--- src/rtl/matmul_job_controller_if.sv ---
// rtl/matmul_job_controller_if.sv - host/array handshake bundle for the matmul job controller
interface matmul_job_controller_if #(
  parameter int MATRIX_SIZE = 2
);
  localparam int ROW_W = $clog2(MATRIX_SIZE);

  logic                   start;
  logic                   input_ready;
  logic                   output_ready;
  logic                   module_ready;
  logic [MATRIX_SIZE-1:0] load_weight;
  logic                   skew_enable;
  logic [MATRIX_SIZE-1:0] enable_mult;
  logic                   result_valid;
  logic [ROW_W-1:0]       result_row;
  logic                   finished;

  // Host/source/sink side.
  modport master (
    output start,
    output input_ready,
    output output_ready,
    input  module_ready,
    input  load_weight,
    input  skew_enable,
    input  enable_mult,
    input  result_valid,
    input  result_row,
    input  finished
  );

  // Controller side.
  modport slave (
    input  start,
    input  input_ready,
    input  output_ready,
    output module_ready,
    output load_weight,
    output skew_enable,
    output enable_mult,
    output result_valid,
    output result_row,
    output finished
  );
endinterface

--- src/rtl/matmul_job_controller.sv ---
// rtl/matmul_job_controller.sv - phase sequencer for one weight-stationary NxN systolic job
module matmul_job_controller #(
  parameter int MATRIX_SIZE = 2
) (
  input  logic                    clk,
  input  logic                    reset,
  matmul_job_controller_if.slave  job
);
  localparam int CNT_W = $clog2(2 * MATRIX_SIZE) + 1;
  localparam int ROW_W = $clog2(MATRIX_SIZE);

  localparam logic [CNT_W-1:0] LAST_ROW   = CNT_W'(MATRIX_SIZE - 1);
  localparam logic [CNT_W-1:0] DRAIN_LAST = CNT_W'(2 * MATRIX_SIZE - 2);

  typedef enum logic [2:0] {
    IDLE   = 3'd0,
    LOAD_W = 3'd1,
    STREAM = 3'd2,
    DRAIN  = 3'd3,
    OUTPUT = 3'd4,
    DONE   = 3'd5
  } state_t;

  state_t           state;
  logic [CNT_W-1:0] cnt;

  logic accept;
  logic advance;
  logic mult_on;
  logic [MATRIX_SIZE-1:0] one_hot;

  assign accept  = (state == LOAD_W) && job.input_ready;
  assign advance = (state == STREAM) && job.input_ready && job.output_ready;
  assign one_hot = MATRIX_SIZE'(1) << cnt;

  always_ff @(posedge clk) begin
    if (reset) begin
      state <= IDLE;
      cnt   <= '0;
    end else begin
      case (state)
        IDLE: begin
          if (job.start) begin
            state <= LOAD_W;
            cnt   <= '0;
          end
        end
        LOAD_W: begin
          if (job.input_ready) begin
            if (cnt == LAST_ROW) begin
              state <= STREAM;
              cnt   <= '0;
            end else begin
              cnt <= cnt + 1'b1;
            end
          end
        end
        STREAM: begin
          if (job.input_ready && job.output_ready) begin
            if (cnt == LAST_ROW) begin
              state <= DRAIN;
              cnt   <= '0;
            end else begin
              cnt <= cnt + 1'b1;
            end
          end
        end
        // The last data row needs 2N-1 extra cycles to ripple through the skew and the array.
        DRAIN: begin
          if (cnt == DRAIN_LAST) begin
            state <= OUTPUT;
            cnt   <= '0;
          end else begin
            cnt <= cnt + 1'b1;
          end
        end
        OUTPUT: begin
          if (job.output_ready) begin
            if (cnt == LAST_ROW) begin
              state <= DONE;
              cnt   <= '0;
            end else begin
              cnt <= cnt + 1'b1;
            end
          end
        end
        DONE: begin
          state <= IDLE;
          cnt   <= '0;
        end
        default: begin
          state <= IDLE;
          cnt   <= '0;
        end
      endcase
    end
  end

  // Decodes of registered state; the handshake terms add no latency.
  assign mult_on          = advance || (state == DRAIN);
  assign job.module_ready = (state == IDLE);
  assign job.load_weight  = accept ? one_hot : '0;
  assign job.skew_enable  = mult_on;
  assign job.enable_mult  = {MATRIX_SIZE{mult_on}};
  assign job.result_valid = (state == OUTPUT);
  assign job.result_row   = (state == OUTPUT) ? cnt[ROW_W-1:0] : '0;
  assign job.finished     = (state == DONE);
endmodule

--- src/flat_wrapper.sv ---
// flat-port wrapper written by rule: the top's interface ports become plain ports
module matmul_job_controller_flat 
#(
  parameter int MATRIX_SIZE = 2
)
  (clk, reset, job_start, job_input_ready, job_output_ready, job_module_ready, job_load_weight, job_skew_enable, job_enable_mult, job_result_valid, job_result_row, job_finished);
  matmul_job_controller_if #(.MATRIX_SIZE(MATRIX_SIZE)) job_i ();
  input  logic clk;
  input  logic reset;
  input wire logic [$bits(job_i.start)-1:0] job_start;
  input wire logic [$bits(job_i.input_ready)-1:0] job_input_ready;
  input wire logic [$bits(job_i.output_ready)-1:0] job_output_ready;
  output wire logic [$bits(job_i.module_ready)-1:0] job_module_ready;
  output wire logic [$bits(job_i.load_weight)-1:0] job_load_weight;
  output wire logic [$bits(job_i.skew_enable)-1:0] job_skew_enable;
  output wire logic [$bits(job_i.enable_mult)-1:0] job_enable_mult;
  output wire logic [$bits(job_i.result_valid)-1:0] job_result_valid;
  output wire logic [$bits(job_i.result_row)-1:0] job_result_row;
  output wire logic [$bits(job_i.finished)-1:0] job_finished;
  assign job_i.start = job_start;
  assign job_i.input_ready = job_input_ready;
  assign job_i.output_ready = job_output_ready;
  assign job_module_ready = job_i.module_ready;
  assign job_load_weight = job_i.load_weight;
  assign job_skew_enable = job_i.skew_enable;
  assign job_enable_mult = job_i.enable_mult;
  assign job_result_valid = job_i.result_valid;
  assign job_result_row = job_i.result_row;
  assign job_finished = job_i.finished;
  matmul_job_controller #(.MATRIX_SIZE(MATRIX_SIZE)) u_core (.clk(clk), .reset(reset), .job(job_i));
endmodule
--- config.mk ---
export PLATFORM = sky130hd
export DESIGN_NAME = matmul_job_controller_flat
export DESIGN_NICKNAME = d
export VERILOG_FILES = /design/src/rtl/matmul_job_controller_if.sv /design/src/rtl/matmul_job_controller.sv /design/src/flat_wrapper.sv
export SDC_FILE = /design/constraint.sdc
export NUM_CORES = 1
export LEC_CHECK = 0
export CELL_PAD_IN_SITES_DETAIL_PLACEMENT = 0
export CELL_PAD_IN_SITES_GLOBAL_PLACEMENT = 1
export CORE_ASPECT_RATIO = 1.1
export CORE_MARGIN = 3
export CORE_UTILIZATION = 33
export DETAILED_ROUTE_END_ITERATION = 12
export PLACE_DENSITY_LB_ADDON = 0.1
export SYNTH_ARGS = -nofsm -noshare
export SYNTH_HDL_FRONTEND = slang
export SYNTH_SLANG_ARGS = --single-unit
--- constraint.sdc ---
create_clock -name clk -period 1.6 [get_ports clk]
set_input_delay 0.16 -clock clk [delete_from_list [all_inputs] [get_ports clk]]
set_output_delay 0.16 -clock clk [all_outputs]
set_load 0.02 [all_outputs]
* Word-level counts from Yosys, hierarchy flattened
Cells that the tools add are included.
Word-level totals: flip-flop bits (word level) 6, input bits 5, output and inout bits 9
Operators by class: add/subtract/negate cells 1, eq/ne operators 15, shifts and indexed selects 1, mux-type cells 18, reduce and logical (&&, ||, !) cells 8
Operators with widths (count):
- $mux W3 | 14
- $pmux W3 S5 | 2
- $ne A2 B2 Y1 const B | 6
- $eq A3 B2 Y1 const B | 3
- $reduce_and A8 Y1 | 1
- $eq A3 B1 Y1 const B | 2
- $eq A3 B3 Y1 const B | 2
- $logic_and A1 B1 Y1 | 4
- $ne A2 B1 Y1 const B | 2
- $reduce_and A4 Y1 | 1
- $add A3 B1 Y3 const B | 1
- $logic_not A3 Y1 | 1
- $shl A1 B3 Y2 const A | 1
- $mux W2 | 1
- $logic_or A1 B1 Y1 | 1
- $mux W1 | 1

* Depth between registers and ports, before layout
Gate-level depths: netlist of run 1.
depth after elaboration 4, depth in mapped cells 6

* Least setup slack after synthesis of run 1
No wires, ideal clock.
path type reg-to-output, from register u_core.state[0], to output port job_enable_mult[0], arrival time 1.516 ns, setup slack -0.076 ns, cell stages (with the launch flop) 5, data required time 1.440 ns, path buffers 2, path through dfxtp_1 -> buf_2 -> a21oi_1 -> nor3b_1 -> buf_4
Between the ends: longest elaborated chain between the ends 4, elaborated cells between the ends (all ways) 5, classes of those cells eq/ne (2); reduce/logical (3)
Ends and longest elaborated chain:
- start, declared | RTL line matmul_job_controller.sv:24 | state_t state;
- start signal, assigned | RTL line matmul_job_controller.sv:38 | state <= IDLE;
- start signal, assigned | RTL line matmul_job_controller.sv:44 | state <= LOAD_W;
- start signal, assigned | RTL line matmul_job_controller.sv:51 | state <= STREAM;
- $eq A3 B2 Y1 | RTL line matmul_job_controller.sv:33 | assign advance = (state == STREAM) && job.input_ready && job.output_ready;
- $logic_and A1 B1 Y1 (2 in a row) | RTL line matmul_job_controller.sv:33
- $logic_or A1 B1 Y1 * | RTL line matmul_job_controller.sv:100 | assign mult_on = advance || (state == DRAIN);
- end, declared | RTL line flat_wrapper.sv:16 | output wire logic [$bits(job_i.enable_mult)-1:0] job_enable_mult;
Mark *: on every way between the ends. The rest lies on a longest branch, timed or not.

* Worst setup path in the final report of run 1
from register u_core.state[1], to register u_core.cnt[1]
Between the ends: longest elaborated chain between the ends 3, elaborated cells between the ends (all ways) 11, classes of those cells eq/ne (8); mux (1); reduce/logical (2)
Ends and longest elaborated chain:
- $eq A3 B2 Y1, or another cell as far along | RTL line matmul_job_controller.sv:41 | case (state)
- $ne A2 B2 Y1 (no source line)
- $reduce_and A4 Y1 (no source line)
- end signal, assigned | RTL line matmul_job_controller.sv:54 | cnt <= cnt + 1'b1;
- end signal, assigned | RTL line matmul_job_controller.sv:64 | cnt <= cnt + 1'b1;
- end signal, assigned | RTL line matmul_job_controller.sv:74 | cnt <= cnt + 1'b1;
- end, declared | RTL line matmul_job_controller.sv:25 | logic [CNT_W-1:0] cnt;
Several ways; a longest one is shown, not always the timed one. A chain may end at the register's enable or synchronous reset.

==> impl_metrics.env, run 1 <==
export IMPL_final_cell_area_um2=886
export IMPL_synth_cells=68
export IMPL_grt_max_degree=13
export IMPL_grt_pass1_wl_mm=2.46
export IMPL_ioPinCount=14
export IMPL_synth_edff_count=0
export IMPL_final_hold_viol_count=0
export IMPL_syn_area_um2=536
export IMPL_port_buffers=13
export IMPL_die_width_um=44.4
export IMPL_status="finished, violations left"
export IMPL_fin_skew_ps=4.44
export IMPL_num_vias=621
export IMPL_drtIter0Drc=7
export IMPL_cpMaxStageDelayCell="or3b_1"
export IMPL_antenna_found_initial=0
export IMPL_clock_sinks=6
export IMPL_p_leak_nw=0.383
export IMPL_violations="setup timing"
export IMPL_r2r_end="u_core.cnt[1]$_SDFFE_PP0P_"
export IMPL_dpl_worst_slack_ps=-230
export IMPL_slew_headroom_pct=79.8
export IMPL_arrival_ps=1820
export IMPL_avgSynthCellArea_um2=7.88
export IMPL_setup_ws_ps=-59.3
export IMPL_avgRoutedWirePerCell_um=14.5
export IMPL_slowest_delay_ps=350
export IMPL_setup_tns_ps=-59.3
export IMPL_clk_latency_ps=240
export IMPL_p_clk_share_pct=10.7
export IMPL_worst_path_max_fanout=7
export IMPL_hp_class="reg2reg"
export IMPL_routabilityCongestion=0.794
export IMPL_power_density_nw_per_um2=1450
export IMPL_area_growth_pct=65.4
export IMPL_drc=0
export IMPL_die_y_um=48.3
export IMPL_reg2reg_depth=7
export IMPL_root_buffer="clkbuf_4"
export IMPL_end_kind="register"
export IMPL_internal_power_mw=0.744
export IMPL_seq_area_um2=125
export IMPL_routed_wl_mm=1.67
export IMPL_worst_pin_slew_ps=302
export IMPL_async_flop_share_pct=0
export IMPL_seq_area_frac_synth_pct=22.4
export IMPL_min_delay_start="u_core.cnt[0]$_SDFFE_PP0P_"
export IMPL_vias_per_cell=5.40
export IMPL_worstSetupStartpointType="register"
export IMPL_place_hpwl_um=962
export IMPL_worst_r2r_startpoint="u_core.state[1]$_SDFFE_PP0P_"
export IMPL_r2r_setup_slack_ps=-60
export IMPL_cap_viol_max_count=0
export IMPL_drv_slew=0
export IMPL_p_switching_mw=0.539
export IMPL_seqPwrFrac_pct=17.8
export IMPL_yosysWarnings=0
export IMPL_clk_pin_slew_ps=50
export IMPL_crit_family="compound AO/OA/AOI/OAI gates"
export IMPL_ys_flop_type="dfxtp_1"
export IMPL_htreeDepth=1
export IMPL_synth_nets=73
export IMPL_setup_violations=1
export IMPL_initial_utilization_pct=36.8
export IMPL_cts_inserted_buffers=3
export IMPL_period_share_pct=104
export IMPL_ys_ff_latch=6
export IMPL_switching_share_pct=42.0
export IMPL_dpl_cell_area_um2=714
export IMPL_cp_buffers_inverters=2
export IMPL_num_rows=14
export IMPL_hold_end="u_core.cnt[0]$_SDFFE_PP0P_"
export IMPL_rsz0062_at_grt="true"
export IMPL_ant_nets=0
export IMPL_fill_cells=133
export IMPL_n_antenna_cell=0
export IMPL_power_total_mw=1.28
export IMPL_p_comb_share_pct=71.4
export IMPL_nNetsFinal=106
export IMPL_ys_types=35
export IMPL_cts_buffer_depth=2
export IMPL_grt_overflow_total=0
export IMPL_die_area_um2=2140
export IMPL_cts_tree="done"
export IMPL_fmax_ghz=0.603
export IMPL_layout_min_cycle_time_ps=1660
export IMPL_first_pass_iters=4
export IMPL_ir_worst_vdd_mv=0.700
export IMPL_worstPathRequired_ps=1760
export IMPL_whs_path_depth=2
export IMPL_crit_chain="buf_6 > buf_4 > o21ai_2 > o311a_1 > o21ai_4 > or3b_1 > a31oi_1"
export IMPL_core_area_um2=1450
export IMPL_grt_util_all_layers_pct=15.9
export IMPL_multi_input_comb_area_um2=433
export IMPL_grt_pass1_vias=546
export IMPL_final_layout_size_suffix_gt1_share_pct=52.5
export IMPL_critPathKind="reg2reg"
[routing by layer]
metal / global-route usage, % / share of wire, % / vias up
li1: - / - / 313
met4: 7.23 / 0 / 0
met2: 28.5 / 54 / 20
met1: 19.9 / 41 / 288
met3: 1.11 / 4.8 / 0
met5: 0 / 0 / -
[layout by cell type (no fill, tap or decap), drive strengths merged, types with 2 or more instances in the layout]
cell type      Yosys  final
a21oi              7      7
buf                6     22
o21ai              5      5
nor3b              2      2
clkbuf             0      8
clkdlybuf4s50      0      4
nand2              5      5
or3b               3      3
a211oi             2      2
nor3               3      3
a31oi              2      2
nor2               4      4
or3                4      4
inv                2      2
clkdlybuf4s15      0      2
nand3              2      2
dfxtp              6      6
nand2b             2      2
[worst reg2reg max path, cell delays in order (launching register included)]
cell,delay (ps)
dfxtp_2,330
buf_6,130
buf_4,130
o21ai_2,120
o311a_1,230
o21ai_4,90
or3b_1,350
a31oi_1,190
[sequential cells by signal, summed over array words and instances (netlist names)]
name,cells
u_core.cnt,3
u_core.state,3
[power groups by stage]
stage | registers (mW) | clock network, mW | logic [mW]
2_1_floorplan | 0.214 | 0 | 0.476
3_3_place_gp | 0.215 | 0 | 0.654
3_5_place_dp | 0.216 | 0 | 0.655
4_1_cts | 0.224 | 0.144 | 0.787
5_1_grt | 0.233 | 0.145 | 0.988
6_report | 0.229 | 0.138 | 0.917
[final cells by class]
| class | instances | share of cell area, % |
|---|---|---|
| multi-input cells | 54 | 48.9 |
| repair buffers | 34 | 31.4 |
| flip-flops and latches | 6 | 14.1 |
| clock buffers | 3 | 2.54 |
| well taps | 16 | 2.26 |
| inverters | 2 | 0.847 |
[stage by stage]
step	hold slack (ps)	utilization, %	cells
after floorplan	229	-	68
after global placement	568	49.1	100
after detailed placement	563	49.1	100
after CTS	573	57.5	113
after global routing	541	60.9	115
final	516	60.9	115
[worst max-delay path by stage]
stage	start	endpoint	cells past startpoint
2_1_floorplan	u_core.state[0]$_SDFFE_PP0P_	job_load_weight[1]	4
3_3_place_gp	job_input_ready	job_enable_mult[1]	4
3_5_place_dp	job_input_ready	job_enable_mult[0]	4
4_1_cts	u_core.state[1]$_SDFFE_PP0P_	u_core.cnt[1]$_SDFFE_PP0P_	6
5_1_grt	u_core.state[1]$_SDFFE_PP0P_	u_core.cnt[1]$_SDFFE_PP0P_	7
6_report	u_core.state[1]$_SDFFE_PP0P_	u_core.cnt[1]$_SDFFE_PP0P_	7
[Yosys cell counts (all sizes together), types with 2 or more instances]
| master | count | area [um2] |
|---|---|---|
| a211oi | 2 | 20.0 |
| a21oi | 7 | 35.0 |
| a31oi | 2 | 27.5 |
| buf | 6 | 43.8 |
| dfxtp | 6 | 120 |
| inv | 2 | 7.51 |
| nand2 | 5 | 18.8 |
| nand2b | 2 | 12.5 |
| nand3 | 2 | 10.0 |
| nor2 | 4 | 17.5 |
| nor3 | 3 | 15.0 |
| nor3b | 2 | 15.0 |
| o21ai | 5 | 28.8 |
| or3 | 4 | 25.0 |
| or3b | 3 | 26.3 |
[logic make-up (layout without fill, tap and decap cells)]
group / after synthesis / count (layout) / synth area share (%)
and+or+nand+nor: 31 / 31 / 35.3
AOI/OAI and AO/OA: 21 / 21 / 29.2
buffers and inverters: 8 / 39 / 9.58
DFF: 6 / 6 / 22.4
xor gates and xnor gates: 1 / 1 / 1.64
muxes: 1 / 1 / 1.87
[what timing repair did]
action                                  CTS  global route
pin swaps                                 7             8
setup buffers                            10             2
cloned                                    1             0
resized for setup                        37            17
endpoints found under the setup margin   15            13
hold buffers                              0             0
Note: power is estimated with default switching activity, not from simulation.
==> run 2, diff against run 1 <==
--- a/config.mk
+++ b/config.mk
@@ -10,8 +10,10 @@
 export CORE_ASPECT_RATIO = 1.1
 export CORE_MARGIN = 3
 export CORE_UTILIZATION = 33
+export CTS_CLUSTER_SIZE = 20
 export DETAILED_ROUTE_END_ITERATION = 12
 export PLACE_DENSITY_LB_ADDON = 0.1
+export REMOVE_ABC_BUFFERS = 1
 export SYNTH_ARGS = -nofsm -noshare
 export SYNTH_HDL_FRONTEND = slang
 export SYNTH_SLANG_ARGS = --single-unit
==> impl_metrics.env, run 2 (synthesis results as in run 1) <==
export IMPL_drv_slew=0
export IMPL_grt_util_all_layers_pct=15.9
export IMPL_worstSetupStartpointType="register"
export IMPL_crit_path_start="u_core.state[0]$_SDFFE_PP0P_"
export IMPL_cap_viol_max_count=0
export IMPL_grt_max_degree=14
export IMPL_final_cell_area_um2=906
export IMPL_reg2reg_depth=7
export IMPL_end_kind="register"
export IMPL_rsz0062_at_grt="true"
export IMPL_cp_endpoint="u_core.state[0]$_SDFFE_PP0P_"
export IMPL_fmax_ghz=0.633
export IMPL_cts_buffer_depth=2
export IMPL_n_antenna_cell=0
export IMPL_root_buffer="clkbuf_4"
export IMPL_setup_violations=0
export IMPL_die_width_um=44.4
export IMPL_status="finished clean"
export IMPL_initial_utilization_pct=36.8
export IMPL_layout_common_cells="21 x buf_4, 6 x a21oi_1, 5 x nand2_1"
export IMPL_num_vias=632
export IMPL_grt_overflow_total=0
export IMPL_critPathKind="reg2reg"
export IMPL_final_layout_size_suffix_gt1_share_pct=51.0
export IMPL_drtIter0Drc=8
export IMPL_multi_input_comb_area_um2=420
export IMPL_clk_pin_slew_ps=40
export IMPL_cts_inserted_buffers=3
export IMPL_dpl_cell_area_um2=785
export IMPL_nNetsFinal=109
export IMPL_p_leak_nw=0.403
export IMPL_clock_sinks=6
export IMPL_cts_tree="done"
export IMPL_grt_pass1_wl_mm=2.48
export IMPL_arrival_ps=1720
export IMPL_place_hpwl_mm=1.10
export IMPL_die_area_um2=2140
export IMPL_hp_class="in2reg"
export IMPL_slew_headroom_pct=79.1
export IMPL_vias_per_cell=5.36
export IMPL_r2r_end="u_core.state[0]$_SDFFE_PP0P_"
export IMPL_avgRoutedWirePerCell_um=13.6
export IMPL_port_buffers=13
export IMPL_core_area_um2=1450
export IMPL_fin_skew_ps=1.80
export IMPL_setup_tns_ps=0
export IMPL_final_hold_viol_count=0
export IMPL_worst_pin_slew_ps=314
export IMPL_num_rows=14
export IMPL_ioPinCount=14
export IMPL_r2r_setup_slack_ps=20
export IMPL_worstPathRequired_ps=1740
export IMPL_cts_hold_buf=0
export IMPL_antenna_found_initial=0
export IMPL_fill_cells=146
export IMPL_period_share_pct=98.8
export IMPL_ir_worst_vdd_mv=0.742
export IMPL_area_growth_pct=69.2
export IMPL_top_regs="u_core.cnt x3, u_core.state x3"
export IMPL_seq_area_um2=124
export IMPL_routabilityCongestion=0.790
export IMPL_layoutNonFillerInstCount=118
export IMPL_htreeDepth=1
export IMPL_dp_cells=110
export IMPL_min_delay_start="reset"
export IMPL_grt_pass1_vias=563
export IMPL_power_total_mw=1.30
export IMPL_layout_min_cycle_time_ps=1580
export IMPL_drc=0
export IMPL_timing_hold_ws_ps=607
export IMPL_final_common_cell="buf_4"
export IMPL_die_y_um=48.3
export IMPL_first_pass_iters=4
export IMPL_worst_r2r_startpoint="u_core.state[0]$_SDFFE_PP0P_"
export IMPL_clk_latency_ps=250
export IMPL_power_density_nw_per_um2=1430
export IMPL_worst_path_max_fanout=6
export IMPL_routed_wl_mm=1.61
export IMPL_ant_nets=0
[run 2: layout make-up]
cell class | instances | share of cell area, %
Multi-Input combinational cell | 54 | 46.4
Timing Repair Buffer | 37 | 34.4
Sequential cell | 6 | 13.7
Clock buffer | 3 | 2.49
Tap cell | 16 | 2.21
Inverter | 2 | 0.829
[run 2: worst min-delay path by stage]
stage                                               to  slack (ps)  cells past startpoint
final                     u_core.state[1]$_SDFFE_PP0P_         610                      2
after global routing      u_core.state[1]$_SDFFE_PP0P_         620                      2
after CTS                 u_core.state[1]$_SDFFE_PP0P_         610                      2
after detailed placement    u_core.cnt[1]$_SDFFE_PP0P_         620                      3
after global placement      u_core.cnt[1]$_SDFFE_PP0P_         610                      3
after floorplan             u_core.cnt[0]$_SDFFE_PP0P_         230                      1
[run 2: critical path: stages (launching register included)]
cell     delay [ps]
dfxtp_2         330
buf_6           130
or3_4           390
o311a_1         130
o21ai_2         100
buf_6           140
a21oi_2          40
a31o_2          210
[run 2: timing repair]
item                       CTS  global route
pin swaps                    4             9
gates resized for setup     37            16
setup endpoints to repair   14            13
hold endpoints to repair     0             0
cloned                       0             1
buffers inserted             1             4
[run 2: metrics by stage]
step                worst slack, ps  utilization (%)
finish                         19.7             62.3
global route                  -46.2             62.3
CTS                           -2.03             58.1
detailed placement             -288             54.0
global placement               -248             54.0
floorplan                      -532                -
[run 2: layer usage]
metal	wire [um]	GRT usage [%]	vias to the layer above
li1	-	-	321
met1	702	19.6	291
met2	821	27.9	16
met3	65	2.21	4
met4	21	7.23	0
met5	0	0	-
[run 2: where the power goes]
part           leakage (nW)  internal, mW  total, mW  switching [mW]
Combinational         0.340         0.492      0.936           0.444
Clock                0.0138        0.0848      0.139          0.0542
Sequential           0.0500         0.186      0.222          0.0354
Total                 0.403         0.763       1.30           0.534
==> run 3, diff against run 2 <==
--- a/config.mk
+++ b/config.mk
@@ -5,6 +5,7 @@
 export SDC_FILE = /design/constraint.sdc
 export NUM_CORES = 1
 export LEC_CHECK = 0
+export CAP_MARGIN = 20
 export CELL_PAD_IN_SITES_DETAIL_PLACEMENT = 0
 export CELL_PAD_IN_SITES_GLOBAL_PLACEMENT = 1
 export CORE_ASPECT_RATIO = 1.1
==> results of run 3 <==
No change in the layout: final DEF, timing and power equal those of run 2.
